### config.mk
export PLATFORM = sky130hd
export DESIGN_NAME = flappy_game_ctrl
export DESIGN_NICKNAME = d
export VERILOG_FILES = /design/src/rtl/flappy_pkg.sv /design/src/rtl/tick_gen.sv /design/src/rtl/flappy_game_ctrl.sv
export SDC_FILE = /design/constraint.sdc
export NUM_CORES = 1
export LEC_CHECK = 0
export ABC_AREA = 1
export CAP_MARGIN = 0
export CORE_UTILIZATION = 50
export CTS_BUF_LIST = sky130_fd_sc_hd__clkbuf_8
export CTS_CLUSTER_DIAMETER = 100
export DETAILED_ROUTE_END_ITERATION = 10
export PLACE_DENSITY_LB_ADDON = 0.3
export SETUP_SLACK_MARGIN = 0.1
export SLEW_MARGIN = 10
export SYNTH_ARGS = -nofsm -noshare
export SYNTH_HDL_FRONTEND = slang
export SYNTH_HIERARCHICAL = 1
export SYNTH_SLANG_ARGS = --single-unit
### constraint.sdc
create_clock -name Clk -period 6.75 [get_ports Clk]
set_clock_uncertainty 0.15 [all_clocks]
set_input_delay 1.35 -clock Clk [delete_from_list [all_inputs] [get_ports Clk]]
set_output_delay 1.35 -clock Clk [all_outputs]
set_load 0.005 [all_outputs]
### src/rtl/flappy_pkg.sv
// -----------------------------------------------------------------------------
// flappy_pkg
// Shared constants and helpers for the Flappy game sequencer:
//   - state encoding (ST_INIT / ST_PLAY / ST_CHECK / ST_LOSE)
//   - BCD digit width and a two-digit BCD score type
//   - default tick divisors for a 100 MHz clock and the collision-check timeout
//   - bcd_inc_sat(): saturating two-digit BCD increment (stops at 99)
// -----------------------------------------------------------------------------
package flappy_pkg;

    localparam logic [1:0] ST_INIT  = 2'd0;
    localparam logic [1:0] ST_PLAY  = 2'd1;
    localparam logic [1:0] ST_CHECK = 2'd2;
    localparam logic [1:0] ST_LOSE  = 2'd3;

    localparam int BCD_W = 4;

    localparam int FLIGHT_DIV_DEFAULT  = 1666666;
    localparam int OBST_DIV_DEFAULT    = 833333;
    localparam int CHK_TIMEOUT_DEFAULT = 64;

    typedef struct packed {
        logic [BCD_W-1:0] tens;
        logic [BCD_W-1:0] ones;
    } bcd2_t;

    // Packed as {tens, ones}, so ordinary relational compares are numeric.
    function automatic bcd2_t bcd_inc_sat(input bcd2_t v);
        bcd2_t r;
        r = v;
        if (v.tens == 4'd9 && v.ones == 4'd9) begin
            r = v;
        end else if (v.ones == 4'd9) begin
            r.ones = 4'd0;
            r.tens = v.tens + 4'd1;
        end else begin
            r.ones = v.ones + 4'd1;
        end
        return r;
    endfunction

endpackage

### src/rtl/tick_gen.sv
// -----------------------------------------------------------------------------
// tick_gen
// Free-running modulo-DIV counter that advances only while en is high and is
// forced to zero by clr. It reports, combinationally, that the counter will sit
// at its terminal count (DIV-1) during the next cycle while arm is high, so the
// parent can register the tick and keep its outputs flop-driven.
// Ports:
//   clk, srst   - clock, synchronous active-high reset
//   clr         - hold counter at 0 (has priority over en)
//   en          - advance counter this cycle
//   arm         - counting will be enabled next cycle (parent's next state)
//   tc_next     - next cycle is a terminal-count cycle with counting enabled
// -----------------------------------------------------------------------------
module tick_gen #(
    parameter int DIV = 4
) (
    input  logic clk,
    input  logic srst,
    input  logic clr,
    input  logic en,
    input  logic arm,
    output logic tc_next
);

    localparam int W = (DIV > 2) ? $clog2(DIV) : 1;
    localparam logic [W-1:0] TC = W'(DIV - 1);

    logic [W-1:0] cnt_q, cnt_d;

    always_comb begin
        cnt_d = cnt_q;
        if (clr) begin
            cnt_d = '0;
        end else if (en) begin
            cnt_d = (cnt_q == TC) ? '0 : cnt_q + W'(1);
        end
    end

    // A counter frozen at DIV-1 (e.g. across a collision check) still yields
    // its tick on the first cycle counting resumes.
    assign tc_next = arm && (cnt_d == TC);

    always_ff @(posedge clk) begin
        if (srst) begin
            cnt_q <= '0;
        end else begin
            cnt_q <= cnt_d;
        end
    end

endmodule

### src/rtl/flappy_game_ctrl.sv
// -----------------------------------------------------------------------------
// flappy_game_ctrl
// Game sequencer for the Flappy datapath: INIT/PLAY/CHECK/LOSE state machine,
// flight and obstacle tick enables, flap-request merging, collision-check
// handshake with timeout, and a saturating two-digit BCD score.
// Optional macro HISCORE_EN: adds a best-score register (cleared only by Reset)
// loaded on entry to LOSE; when undefined Best_Tens/Best_Ones are tied to 0.
// Ports:
//   Clk, Reset                 - clock, synchronous active-high reset
//   Start, Ack                 - level controls (leave INIT / leave LOSE)
//   BtnPress                   - synchronized flap button (level)
//   Pass                       - pulse: bird cleared a pipe
//   Chk_Done, Chk_Hit          - collision check result handshake
//   Flight_Tick, Obstacle_Tick - one-cycle enables
//   Flap                       - flap pulse, coincident with Flight_Tick
//   Chk_Req                    - collision check request (level)
//   q_Initial..q_Lose          - one-hot state
//   Score_*, Best_*            - BCD score / best score
// All outputs are driven directly by flops.
// -----------------------------------------------------------------------------
module flappy_game_ctrl
    import flappy_pkg::*;
#(
    parameter int FLIGHT_DIV  = FLIGHT_DIV_DEFAULT,
    parameter int OBST_DIV    = OBST_DIV_DEFAULT,
    parameter int CHK_TIMEOUT = CHK_TIMEOUT_DEFAULT
) (
    input  logic             Clk,
    input  logic             Reset,
    input  logic             Start,
    input  logic             Ack,
    input  logic             BtnPress,
    input  logic             Pass,
    input  logic             Chk_Done,
    input  logic             Chk_Hit,
    output logic             Flight_Tick,
    output logic             Obstacle_Tick,
    output logic             Flap,
    output logic             Chk_Req,
    output logic             q_Initial,
    output logic             q_Play,
    output logic             q_Check,
    output logic             q_Lose,
    output logic [BCD_W-1:0] Score_Tens,
    output logic [BCD_W-1:0] Score_Ones,
    output logic [BCD_W-1:0] Best_Tens,
    output logic [BCD_W-1:0] Best_Ones
);

    localparam int CW = (CHK_TIMEOUT > 1) ? $clog2(CHK_TIMEOUT) : 1;
    localparam logic [CW-1:0] CHK_LAST = CW'(CHK_TIMEOUT - 1);

    logic [1:0]    state_q, state_d;
    logic [3:0]    onehot_q, onehot_d;
    logic          chk_req_q, chk_req_d;
    logic [CW-1:0] chk_cnt_q, chk_cnt_d;
    logic          flight_tick_q, obst_tick_q;
    logic          flap_q, flap_d;
    logic          pending_q, pending_d;
    logic          btn_prev_q;
    bcd2_t         score_q, score_d;

    logic          flight_tc_next, obst_tc_next;
    logic          in_game, btn_edge, pend_set;
    logic          cnt_clr, cnt_en, cnt_arm;

    // Counters clear in INIT/LOSE, advance in PLAY and freeze in CHECK.
    assign cnt_clr = (state_q == ST_INIT) || (state_q == ST_LOSE);
    assign cnt_en  = (state_q == ST_PLAY);
    assign cnt_arm = (state_d == ST_PLAY);

    tick_gen #(.DIV(FLIGHT_DIV)) u_flight_tick (
        .clk     (Clk),
        .srst    (Reset),
        .clr     (cnt_clr),
        .en      (cnt_en),
        .arm     (cnt_arm),
        .tc_next (flight_tc_next)
    );

    tick_gen #(.DIV(OBST_DIV)) u_obst_tick (
        .clk     (Clk),
        .srst    (Reset),
        .clr     (cnt_clr),
        .en      (cnt_en),
        .arm     (cnt_arm),
        .tc_next (obst_tc_next)
    );

    // ---------------- FSM: state register ----------------
    always_ff @(posedge Clk) begin
        if (Reset) begin
            state_q <= ST_INIT;
        end else begin
            state_q <= state_d;
        end
    end

    // ---------------- FSM: next state ----------------
    always_comb begin
        state_d = state_q;
        case (state_q)
            ST_INIT:  if (Start) state_d = ST_PLAY;
            ST_PLAY:  if (flight_tick_q) state_d = ST_CHECK;
            ST_CHECK: begin
                // A result arriving on the last allowed cycle still counts.
                if (Chk_Done) begin
                    state_d = Chk_Hit ? ST_LOSE : ST_PLAY;
                end else if (chk_cnt_q == CHK_LAST) begin
                    state_d = ST_LOSE;
                end
            end
            ST_LOSE:  if (Ack) state_d = ST_INIT;
            default:  state_d = ST_INIT;
        endcase
    end

    // ---------------- FSM: outputs (registered from next state) ----------------
    always_comb begin
        onehot_d  = 4'b1000;
        chk_req_d = 1'b0;
        case (state_d)
            ST_INIT:  onehot_d = 4'b1000;
            ST_PLAY:  onehot_d = 4'b0100;
            ST_CHECK: begin
                onehot_d  = 4'b0010;
                chk_req_d = 1'b1;
            end
            ST_LOSE:  onehot_d = 4'b0001;
            default:  onehot_d = 4'b1000;
        endcase
    end

    // ---------------- Datapath: check timer, flap, score ----------------
    always_comb begin
        chk_cnt_d = (state_q == ST_CHECK) ? chk_cnt_q + CW'(1) : '0;

        in_game  = (state_q == ST_PLAY) || (state_q == ST_CHECK);
        btn_edge = in_game && BtnPress && !btn_prev_q;
        pend_set = pending_q || btn_edge;

        // Any number of edges before a flight tick collapse into one flap.
        flap_d    = flight_tc_next && pend_set;
        pending_d = pend_set && !flap_d;
        if (state_d == ST_INIT || state_d == ST_LOSE) begin
            pending_d = 1'b0;
        end

        score_d = score_q;
        if (state_q == ST_INIT && Start) begin
            score_d = '0;
        end else if (in_game && Pass) begin
            score_d = bcd_inc_sat(score_q);
        end
    end

    always_ff @(posedge Clk) begin
        if (Reset) begin
            onehot_q      <= 4'b1000;
            chk_req_q     <= 1'b0;
            chk_cnt_q     <= '0;
            flight_tick_q <= 1'b0;
            obst_tick_q   <= 1'b0;
            flap_q        <= 1'b0;
            pending_q     <= 1'b0;
            btn_prev_q    <= 1'b0;
            score_q       <= '0;
        end else begin
            onehot_q      <= onehot_d;
            chk_req_q     <= chk_req_d;
            chk_cnt_q     <= chk_cnt_d;
            flight_tick_q <= flight_tc_next;
            obst_tick_q   <= obst_tc_next;
            flap_q        <= flap_d;
            pending_q     <= pending_d;
            btn_prev_q    <= BtnPress;
            score_q       <= score_d;
        end
    end

`ifdef HISCORE_EN
    bcd2_t best_q, best_d;

    // score_d already includes a Pass landing on the losing edge.
    always_comb begin
        best_d = best_q;
        if (state_q != ST_LOSE && state_d == ST_LOSE && score_d > best_q) begin
            best_d = score_d;
        end
    end

    always_ff @(posedge Clk) begin
        if (Reset) begin
            best_q <= '0;
        end else begin
            best_q <= best_d;
        end
    end

    assign Best_Tens = best_q.tens;
    assign Best_Ones = best_q.ones;
`else
    assign Best_Tens = '0;
    assign Best_Ones = '0;
`endif

    assign Flight_Tick   = flight_tick_q;
    assign Obstacle_Tick = obst_tick_q;
    assign Flap          = flap_q;
    assign Chk_Req       = chk_req_q;
    assign q_Initial     = onehot_q[3];
    assign q_Play        = onehot_q[2];
    assign q_Check       = onehot_q[1];
    assign q_Lose        = onehot_q[0];
    assign Score_Tens    = score_q.tens;
    assign Score_Ones    = score_q.ones;

endmodule

==> results of run 1 <==
cell usage after synthesis (all sizes together), types with 3 or more instances:
master | instances | share of area [%]
inv | 94 | 8.7
nor3 | 11 | 1.9
nand3 | 46 | 6.5
nor2 | 119 | 14
nand2 | 169 | 16
dfxtp | 66 | 33
a21oi | 19 | 2.7
nand4 | 14 | 2.5
ha | 14 | 4.3
buf | 15 | 3.0
xor2 | 10 | 2.3
or2 | 3 | 0.46
o21ai | 16 | 2.0
nand3b | 6 | 1.2
cells by family after synthesis:
group / count (synthesis)
AOI/OAI and AO/OA: 41
xor gates and xnor gates: 12
and+or+nand+nor: 369
adders and majority gates: 14
other: 1
DFF: 66
buffers and inverters: 110
state kept, by name (all words and copies together), names as in the netlist:
name / cells
Flight_Tick: 1
Flap: 1
Score_Tens: 4
btn_prev_q: 1
pending_q: 1
state_q: 2
Score_Ones: 4
u_flight_tick/cnt_q: 21
chk_cnt_q: 6
u_obst_tick/cnt_q: 20
onehot_q: 4
Obstacle_Tick: 1
how the worst min path moves through the flow:
stage / start / end / slack (ps) / cells past startpoint
floorplan: chk_cnt_q[0] / chk_cnt_q[0] / 270 / 1
global placement: chk_cnt_q[0] / chk_cnt_q[0] / 280 / 1
detailed placement: pending_q / pending_q / 300 / 2
CTS: pending_q / pending_q / 320 / 2
global route: chk_cnt_q[0] / chk_cnt_q[0] / 340 / 1
finish: pending_q / pending_q / 310 / 2
worst min-delay path, delay by kind of cell (launching register included):
| family | cells | cell delay [ps] |
|---|---|---|
| flip-flops | 1 | 310 |
| AND/OR/NAND/NOR | 2 | 120 |
power by group through the flow:
stage / sequential (uW) / clock, uW / combinational, uW
floorplan: 403 / 0 / 34.4
global placement: 403 / 0 / 41.8
detailed placement: 403 / 0 / 42.9
CTS: 394 / 306 / 43.1
global route: 394 / 323 / 48.2
finish: 394 / 295 / 42.7
per-stage QoR:
stage               utilization, %  worst slack (ps)  instance area [sq um]
floorplan                        -              3960                   4090
global placement              55.4              3420                   4330
detailed placement            55.4              3320                   4330
CTS                           57.6              3650                   4500
global route                  57.6              3330                   4500
finish                        57.6              3660                   4500
area by class of cell:
type | count | area [sq um] | share of cell area [%]
multi-input combinational | 444 | 2290 | 51.0
sequential | 66 | 1320 | 29.4
inverter | 95 | 357 | 7.93
timing repair buffer | 23 | 230 | 5.12
clock buffer | 10 | 138 | 3.06
tap | 102 | 128 | 2.84
clock inverter | 5 | 31.3 | 0.696
routing by layer:
metal | wire length (microns) | global-route usage [%]
met3 | 296 | 5.31
met4 | 91 | 7.03
met1 | 4110 | 28.2
met2 | 4270 | 38.1
met5 | 0 | 0
==> summary.txt, run 1 <==
Timing
  – Hold Fails Final Rpt: 0
  – Minimum clock period after layout: approximately 3000 ps
  – Fmax: 324 MHz
  – Setup TNS: 0 ps
  – Finish-stage setup viols: 0
  – Measured slew at the worst slew-check pin: about 960 ps
  – RSZ-0062 raised after global routing: no
  – Slew margin rel.: between 30 and 40%
  – Final hold slack: 311 ps
  – Crit share post-route: around 46%
  – Count of final max-slew check failures: 0

Detailed routing
  – Final ANT Viol Nets: 0
  – Vias per cell: slightly below 5
  – DRT Wirelength: just under 9000 microns
  – Post-route DRC: 0
  – TritonRoute pass-1 iters: 5
  – Routed wire per std cell: ~12 microns
  – Starting DRC count in detailed routing: approximately 150
  – DR vias: roughly 3600

Global route
  – Vias in the first global route: between 3000 and 4000
  – Initial antenna violation count: 0
  – Grt total ovfl: 0
  – Pin count of the biggest net entering global routing: 24
  – First-pass GRT wire length: ~15000 microns
  – GRT Resource Usage Total: between 20% and 30%

Logic synthesis
  – Main synth FF type: dfxtp_1
  – Mux cell area share after synthesis: 0%
  – Cells after Synth: 613
  – Xor/xnor cell area share of the yosys netlist: ~2.8%
  – Post-Synth Simple-Gate Area: roughly 43%
  – Largest family of logic cells by synthesized area: simple AND/OR/NAND/NOR gates
  – Asr flop ratio synth: 0%
  – Adder-cell share of the synthesized area: between 4 and 5%
  – Mapped cell area: approximately 4100 sq um
  – EDFF count, synth: 0
  – Synth Register Bits: 66
  – Seq/Total Area, Yosys: 32.5%
  – Compound-Gate Fraction of Synth Area: under 10%
  – Synth warn: 6
  – Synthesized area per cell: between 6 and 7 sq um
  – Yosys cell types: 41

Setup path
  – CP Launch Type: register
  – Crit-path most repeated cell: nand2_1
  – Crit path from: state_q[1]
  – WP data arrival: 3200 ps
  – Setup crit end: Flap
  – Critical path's slowest cell: ha_1
  – Cell depth of the worst setup path: 18
  – Buf/Inv on CP: 3
  – Worst-path cell chain: inv_1 -> ha_1 -> inv_1 -> o21ai_0 -> nand2_1 -> nand2_1 -> nand2_1 -> nand2_1 -> nand2_1 -> nor2_1 -> nand2_1 -> nor2_1 -> nand3_1 -> nor2_1 -> nand3b_1 -> nor2_1 -> inv_1 -> nor3_1
  – Critical path's top delay family: simple AND/OR/NAND/NOR gates
  – Reg2reg setup slack: 3660 ps
  – Reg-to-Reg Start: state_q[1]
  – Worst reg2reg path depth: 18
  – Req. time, crit path: 6860 ps
  – CP max stage delay: 820 ps
  – Worst r2r dst: Flap
  – Crit path capture type: register
  – Critical path class: reg -> reg
  – Crit Path Max Fanout: 23

Floorplanning
  – Die Ht: a little over 90 microns
  – Die area: around 8500 sq um
  – I/O pin count: 32
  – Die width: 92.2 microns
  – Initial core utilization: between 50% and 60%
  – Core footprint: a little under 8000 sq um
  – Row cnt: 32

Pwr
  – Sw Ratio: 25.3%
  – Leakage power: about 0.0019 uW
  – Power share of the clock group: between 40% and 50%
  – Pwr Density: ~160 nW/um^2
  – Logic pwr share: around 5.8%
  – Switching pwr: 185 uW
  – Worst VDD drop: around 0.087 mV
  – Tot Pwr: about 730 uW
  – P_int: between 500 and 600 uW
  – Sequential share of power: 53.8%

Clocking
  – # resized after CTS: 0
  – Clock Tree Root: clkbuf_8
  – Latest clock arrival within the worst-skew pair: 350 ps
  – Worst-path clk slew: 70 ps
  – Total clock buffers created by CTS: 9
  – Post-CTS Setup Bufs: 0
  – CTS tree: done
  – Hold Buf Count CTS: 0
  – CTS H-tree depth: 3
  – CTS Sinks: 66
  – CTS Buffer Depth: 2

Cells and area
  – Final non-filler cell total: 745
  – Final layout net count: 661
  – Layout cell share with drive strength beyond 1: 9.64%
  – Area grow syn2layout: 10.6%
  – Commonest cells after routing, fill and taps aside: nand2_1 (158), nor2_1 (104), inv_1 (90), dfxtp_1 (66), nand3_1 (41)
  – Most common cell after layout, fill and taps aside: nand2_1
  – Fillers: 765
  – Ant diodes: 0

Placement
  – PortBufs: 23
  – DPL Wire Length: around 6700 microns
  – Placed cells: between 700 and 800
  – Final RePlAce weighted congestion: between 0.8 and 0.9

Run
  – Max Cap Violations: 0

Outcome
  – Status: finished clean

Hold path
  – Worst min path class: reg -> reg
(Power assumes the default switching activity.)
==> run 2, diff against run 1 <==
==> constraint.sdc (replaced) <==
create_clock -name Clk -period 3.05 [get_ports Clk]
set_clock_uncertainty 0.15 [all_clocks]
set_input_delay 0.61 -clock Clk [delete_from_list [all_inputs] [get_ports Clk]]
set_output_delay 0.61 -clock Clk [all_outputs]
set_load 0.005 [all_outputs]
==> summary.txt, run 2 (synthesized netlist as in run 1, its figures left out) <==
Floorplanning
  – Die width: 92.2 microns (unchanged)
  – Row cnt: 32 (unchanged)
  – Initial core utilization: 52.1% (unchanged)
  – Die area: 8490 sq um (unchanged)
  – Die Ht: 92.2 microns (unchanged)
  – Core footprint: 7810 sq um (unchanged)
  – I/O pin count: 32 (unchanged)

Global route
  – Initial antenna violation count: 0 (unchanged)
  – Vias in the first global route: 3508 (+4.0%)
  – Pin count of the biggest net entering global routing: 24 (unchanged)
  – First-pass GRT wire length: 15300 microns (+1.5%)
  – Grt total ovfl: 0 (unchanged)
  – GRT Resource Usage Total: 22.5% (-0.045 points)

Clocking
  – Latest clock arrival within the worst-skew pair: 330 ps (-20 ps)
  – CTS tree: done
  – Post-CTS Setup Bufs: 0 (unchanged)
  – CTS H-tree depth: 3 (unchanged)
  – CTS Sinks: 66 (unchanged)
  – Clock Tree Root: clkbuf_8
  – Worst-path clk slew: 70 ps (about the same)
  – Hold Buf Count CTS: 0 (unchanged)
  – CTS Buffer Depth: 2 (unchanged)
  – Total clock buffers created by CTS: 9 (unchanged)

Cells and area
  – Final non-filler cell total: 748 (+0.40%)
  – Max reg flops: 21 (unchanged)
  – Commonest cells after routing, fill and taps aside: nand2_1 (158), nor2_1 (104), inv_1 (92), dfxtp_1 (66), nand3_1 (41)
  – Ant diodes: 0 (unchanged)
  – Most common cell after layout, fill and taps aside: nand2_1
  – Regs by FF count: u_flight_tick/cnt_q x21, u_obst_tick/cnt_q x20, chk_cnt_q x6
  – Area grow syn2layout: 11.5%
  – Final layout net count: 663 (+0.30%)
  – Fillers: 741 (-3.1%)
  – Layout cell share with drive strength beyond 1: 9.75% (+0.11 points)
  – Most flops, register: u_flight_tick/cnt_q

Timing
  – Minimum clock period after layout: 2680 ps (-406 ps)
  – Crit share post-route: 87.9% (+42 points)
  – RSZ-0062 raised after global routing: no
  – Measured slew at the worst slew-check pin: 671 ps (-290 ps)
  – Slew margin rel.: 55.3% (+19 points)
  – Final hold slack: 299 ps (-11.6 ps)
  – Fmax: 373 MHz (+15%)
  – Setup TNS: 0 ps (unchanged)
  – Finish-stage setup viols: 0 (unchanged)
  – Count of final max-slew check failures: 0 (unchanged)
  – Hold Fails Final Rpt: 0 (unchanged)

Detailed routing
  – Routed wire per std cell: 11.6 microns (-1.1%)
  – Starting DRC count in detailed routing: 174 (+14%)
  – Final ANT Viol Nets: 0 (unchanged)
  – DRT Wirelength: 8700 microns (-0.74%)
  – Post-route DRC: 0 (unchanged)
  – DR vias: 3664 (+0.80%)
  – TritonRoute pass-1 iters: 5 (unchanged)
  – Vias per cell: 4.90 (+0.39%)

Placement
  – Final RePlAce weighted congestion: 0.921 (+9.9%)
  – Placed cells: 732 (+0.27%)
  – PortBufs: 23 (unchanged)
  – DPL Wire Length: 6770 microns (+1.2%)

Setup path
  – WP data arrival: 2790 ps (-410 ps)
  – Worst reg2reg path depth: 19 (+1)
  – Crit Path Max Fanout: 23 (unchanged)
  – Critical path class: reg -> reg
  – Req. time, crit path: 3160 ps (-3700 ps)
  – CP Launch Type: register
  – Crit path capture type: register
  – Worst r2r dst: Flap
  – Reg2reg setup slack: 370 ps (-3290 ps)
  – Reg-to-Reg Start: state_q[1]

Hold path
  – Hold Crit Start: chk_cnt_q[0]
  – Hold path cells: 1 (-1)
  – Worst min path class: reg -> reg
  – Hold Path Sink: chk_cnt_q[0]

Pwr
  – Leakage power: 0.00187 uW (+1.1%)
  – Worst VDD drop: 0.223 mV (+160%)
  – Pwr Density: 369 nW/um^2 (+130%)

Run
  – Max Cap Violations: 0 (unchanged)

Outcome
  – Status: finished clean
[run 2: metrics by stage]
step | util, % | setup WS, ps | power [uW] | area [sq um]
after floorplan | - | 913 | 967 | 4090
after global placement | 55.6 | 456 | 988 | 4340
after detailed placement | 55.6 | 352 | 991 | 4340
after CTS | 58.0 | 335 | 1690 | 4530
after global routing | 58.0 | 140 | 1750 | 4530
final | 58.0 | 370 | 1670 | 4530
[run 2: worst max path at each step]
stage | from | slack, ps | to
finish | state_q[1] | 370 | Flap
global route | state_q[1] | 140 | Flap
CTS | state_q[1] | 340 | Flap
detailed placement | Ack | 350 | Flap
global placement | Ack | 460 | Flap
floorplan | state_q[1] | 910 | Flap
[run 2: layer usage]
| metal | part of all wire [%] | up-vias | track usage (%) |
|---|---|---|---|
| li1 | - | 1943 | - |
| met3 | 4.1 | 4 | 5.72 |
| met1 | 46 | 1656 | 26.5 |
| met4 | 0.51 | 0 | 5.34 |
| met5 | 0 | - | 0 |
| met2 | 49 | 61 | 40.4 |
[run 2: timing repair]
item,in CTS,in global routing
resized for setup,0,1
endpoints found under the setup margin,0,1
hold endpoints to repair,0,0
[run 2: worst max-delay path, stage by stage (launching register included)]
cell	delay [ps]
dfxtp_1	360
inv_1	150
ha_1	180
buf_6	220
inv_1	50
o21ai_0	140
nand2_1	70
nand2_1	80
nand2_1	50
nand2_1	60
nand2_1	90
nor2_1	170
nand2_1	70
nor2_1	90
nand3_1	90
nor2_1	100
nand3b_1	100
nor2_1	130
inv_1	70
nor3_1	170
[run 2: report_power, final]
group	internal [uW]	switching [uW]	total, uW
clock network	369	332	700
registers	867	4.78	872
logic	36.2	63.5	99.6
[run 2: cell type report]
cell class | instances | area [sq um] | share of cell area (%)
sequential | 66 | 1320 | 29.2
clock buffer | 9 | 124 | 2.73
tap | 102 | 128 | 2.82
multi-input combinational | 444 | 2290 | 50.6
clock inverter | 7 | 62.6 | 1.38
timing repair buffer | 25 | 249 | 5.49
inverter | 95 | 357 | 7.87
==> run 3, diff against run 2 <==
--- a/config.mk
+++ b/config.mk
@@ -6,7 +6,7 @@
 export NUM_CORES = 1
 export LEC_CHECK = 0
 export ABC_AREA = 1
-export CAP_MARGIN = 0
+export CAP_MARGIN = 20
 export CORE_UTILIZATION = 50
 export CTS_BUF_LIST = sky130_fd_sc_hd__clkbuf_8
 export CTS_CLUSTER_DIAMETER = 100
==> constraint.sdc (replaced) <==
create_clock -name Clk -period 3 [get_ports Clk]
set_clock_uncertainty 0.15 [all_clocks]
set_input_delay 0.6 -clock Clk [delete_from_list [all_inputs] [get_ports Clk]]
set_output_delay 0.6 -clock Clk [all_outputs]
set_load 0.005 [all_outputs]
==> summary.txt, run 3 (synthesized netlist as in run 1, its figures left out) <==
Placement
  – DPL Wire Length: 6920 microns (+2.2%)
  – PortBufs: 23 (unchanged)
  – Final RePlAce weighted congestion: 0.916 (-0.55%)
  – Placed cells: 734 (+0.27%)

Setup path
  – Crit-path most repeated cell: nand2_1
  – Critical path's slowest cell: dfxtp_1
  – Worst reg2reg path depth: 17 (-2)
  – Reg2reg setup slack: 340 ps (-30 ps)
  – Reg-to-Reg Start: state_q[0]
  – CP max stage delay: 480 ps (+120 ps)
  – Worst r2r dst: Flap
  – Critical path's top delay family: simple AND/OR/NAND/NOR gates
  – CP Launch Type: register
  – Buf/Inv on CP: 2 (-2)
  – Critical path class: reg -> reg
  – Crit path capture type: register
  – WP data arrival: 2770 ps (-20 ps)
  – Worst-path cell chain: ha_4 -> inv_1 -> o21ai_0 -> nand2_1 -> nand2_1 -> nand2_1 -> nand2_1 -> nand2_1 -> nor2_1 -> nand2_1 -> nor2_1 -> nand3_1 -> nor2_1 -> nand3b_1 -> nor2_1 -> inv_1 -> nor3_1
  – Crit Path Max Fanout: 10 (-57%)
  – Req. time, crit path: 3110 ps (-50 ps)

Timing
  – Crit share post-route: 88.6% (+0.71 points)
  – Count of final max-slew check failures: 0 (unchanged)
  – Setup TNS: 0 ps (unchanged)
  – Slew margin rel.: 55.0% (-0.28 points)
  – Finish-stage setup viols: 0 (unchanged)
  – Fmax: 376 MHz (+0.85%)
  – Minimum clock period after layout: 2660 ps (-22.5 ps)
  – Measured slew at the worst slew-check pin: 675 ps (+4.15 ps)
  – RSZ-0062 raised after global routing: no
  – Hold Fails Final Rpt: 0 (unchanged)

Cells and area
  – Most common cell after layout, fill and taps aside: nand2_1
  – Most flops, register: u_flight_tick/cnt_q
  – Commonest cells after routing, fill and taps aside: nand2_1 (158), nor2_1 (104), inv_1 (90), dfxtp_1 (66), nand3_1 (41)
  – Final non-filler cell total: 750 (+0.27%)
  – Max reg flops: 21 (unchanged)
  – Final layout net count: 665 (+0.30%)
  – Ant diodes: 0 (unchanged)
  – Area grow syn2layout: 13.5%
  – Layout cell share with drive strength beyond 1: 10.5% (+0.74 points)
  – Regs by FF count: u_flight_tick/cnt_q x21, u_obst_tick/cnt_q x20, chk_cnt_q x6

Global route
  – Grt total ovfl: 0 (unchanged)
  – Vias in the first global route: 3493 (-0.43%)
  – First-pass GRT wire length: 15300 microns (about the same)
  – GRT Resource Usage Total: 22.5% (+0.086 points)
  – Pin count of the biggest net entering global routing: 19 (-21%)
  – Initial antenna violation count: 0 (unchanged)

Detailed routing
  – Post-route DRC: 0 (unchanged)
  – Vias per cell: 4.88 (-0.43%)
  – Starting DRC count in detailed routing: 139 (-20%)
  – DRT Wirelength: 8940 microns (+2.8%)
  – TritonRoute pass-1 iters: 4 (-1)
  – Final ANT Viol Nets: 0 (unchanged)
  – DR vias: 3658 (-0.16%)
  – Routed wire per std cell: 11.9 microns (+2.5%)

Floorplanning
  – Row cnt: 32 (unchanged)
  – Initial core utilization: 52.1% (unchanged)
  – Die width: 92.2 microns (unchanged)
  – Core footprint: 7810 sq um (unchanged)
  – Die Ht: 92.2 microns (unchanged)
  – Die area: 8490 sq um (unchanged)
  – I/O pin count: 32 (unchanged)

Hold path
  – Hold Path Sink: chk_cnt_q[0]
  – Hold Crit Start: chk_cnt_q[0]
  – Hold path cells: 1 (unchanged)
  – Worst min path class: reg -> reg

Clocking
  – CTS Sinks: 66 (unchanged)
  – Clock Tree Root: clkbuf_8
  – Latest clock arrival within the worst-skew pair: 350 ps (+20 ps)
  – Total clock buffers created by CTS: 9 (unchanged)
  – CTS H-tree depth: 3 (unchanged)
  – CTS tree: done
  – CTS Buffer Depth: 2 (unchanged)
  – Worst-path clk slew: 70 ps (about the same)

Outcome
  – Status: finished clean

Pwr
  – Pwr Density: 412 nW/um^2 (+12%)
  – Leakage power: 0.00190 uW (+1.8%)
  – Tot Pwr: 1900 uW (+14%)
  – Worst VDD drop: 0.298 mV (+34%)

Run
  – Max Cap Violations: 0 (unchanged)
## run 3: layout make-up
type | instances | area [sq um]
Clock buffer | 9 | 124
Clock inverter | 7 | 119
Fill cell | 731 | 3200
Inverter | 95 | 357
Multi-Input combinational cell | 444 | 2300
Sequential cell | 66 | 1320
Tap cell | 102 | 128
Timing Repair Buffer | 27 | 260
## run 3: how the worst max path moves through the flow
stage / end / depth (start not counted) / from
2_1_floorplan: Flap / 18 / state_q[1]
3_3_place_gp: Flap / 18 / Ack
3_5_place_dp: Flap / 18 / Ack
4_1_cts: Flap / 18 / state_q[1]
5_1_grt: Flap / 17 / state_q[0]
6_report: Flap / 17 / state_q[0]
## run 3: through the flow
step	hold slack, ps	util (%)	area, sq um	worst slack (ps)
finish	307	59.1	4610	342
global route	340	59.1	4610	111
CTS	316	58.9	4600	137
detailed placement	296	55.8	4360	261
global placement	284	55.8	4360	423
floorplan	268	-	4090	863
## run 3: what timing repair did
item / CTS / global route
setup endpoints to repair: 0 / 3
setup buffers: 0 / 0
hold buffers: 0 / 0
gates resized for setup: 0 / 3
## run 3: power by group
| part | internal, uW | switching, uW | leakage [uW] | total (uW) |
|---|---|---|---|---|
| clock network | 552 | 358 | 0.000121 | 909 |
| registers | 881 | 5.34 | 0.000533 | 887 |
| logic | 40.4 | 65.5 | 0.00125 | 106 |
| total | 1470 | 429 | 0.00190 | 1900 |
## run 3: worst register-to-register path, cell delays in order, from the launching register on
cell and delay (ps):
dfxtp_1 480, ha_4 270, inv_1 50, o21ai_0 150, nand2_1 70, nand2_1 80, nand2_1 50, nand2_1 50
nand2_1 80, nor2_1 170, nand2_1 80, nor2_1 130, nand3_1 110, nor2_1 130, nand3b_1 110, nor2_1 140
inv_1 80, nor3_1 190
## run 3: metal layers
| layer | global-route usage [%] | wire length (microns) | vias to the layer above |
|---|---|---|---|
| met5 | 0 | 0 | - |
| met4 | 6.38 | 120 | 0 |
| met3 | 5.06 | 285 | 11 |
| met2 | 39.7 | 4460 | 52 |
| met1 | 27.3 | 4070 | 1652 |
| li1 | - | - | 1943 |
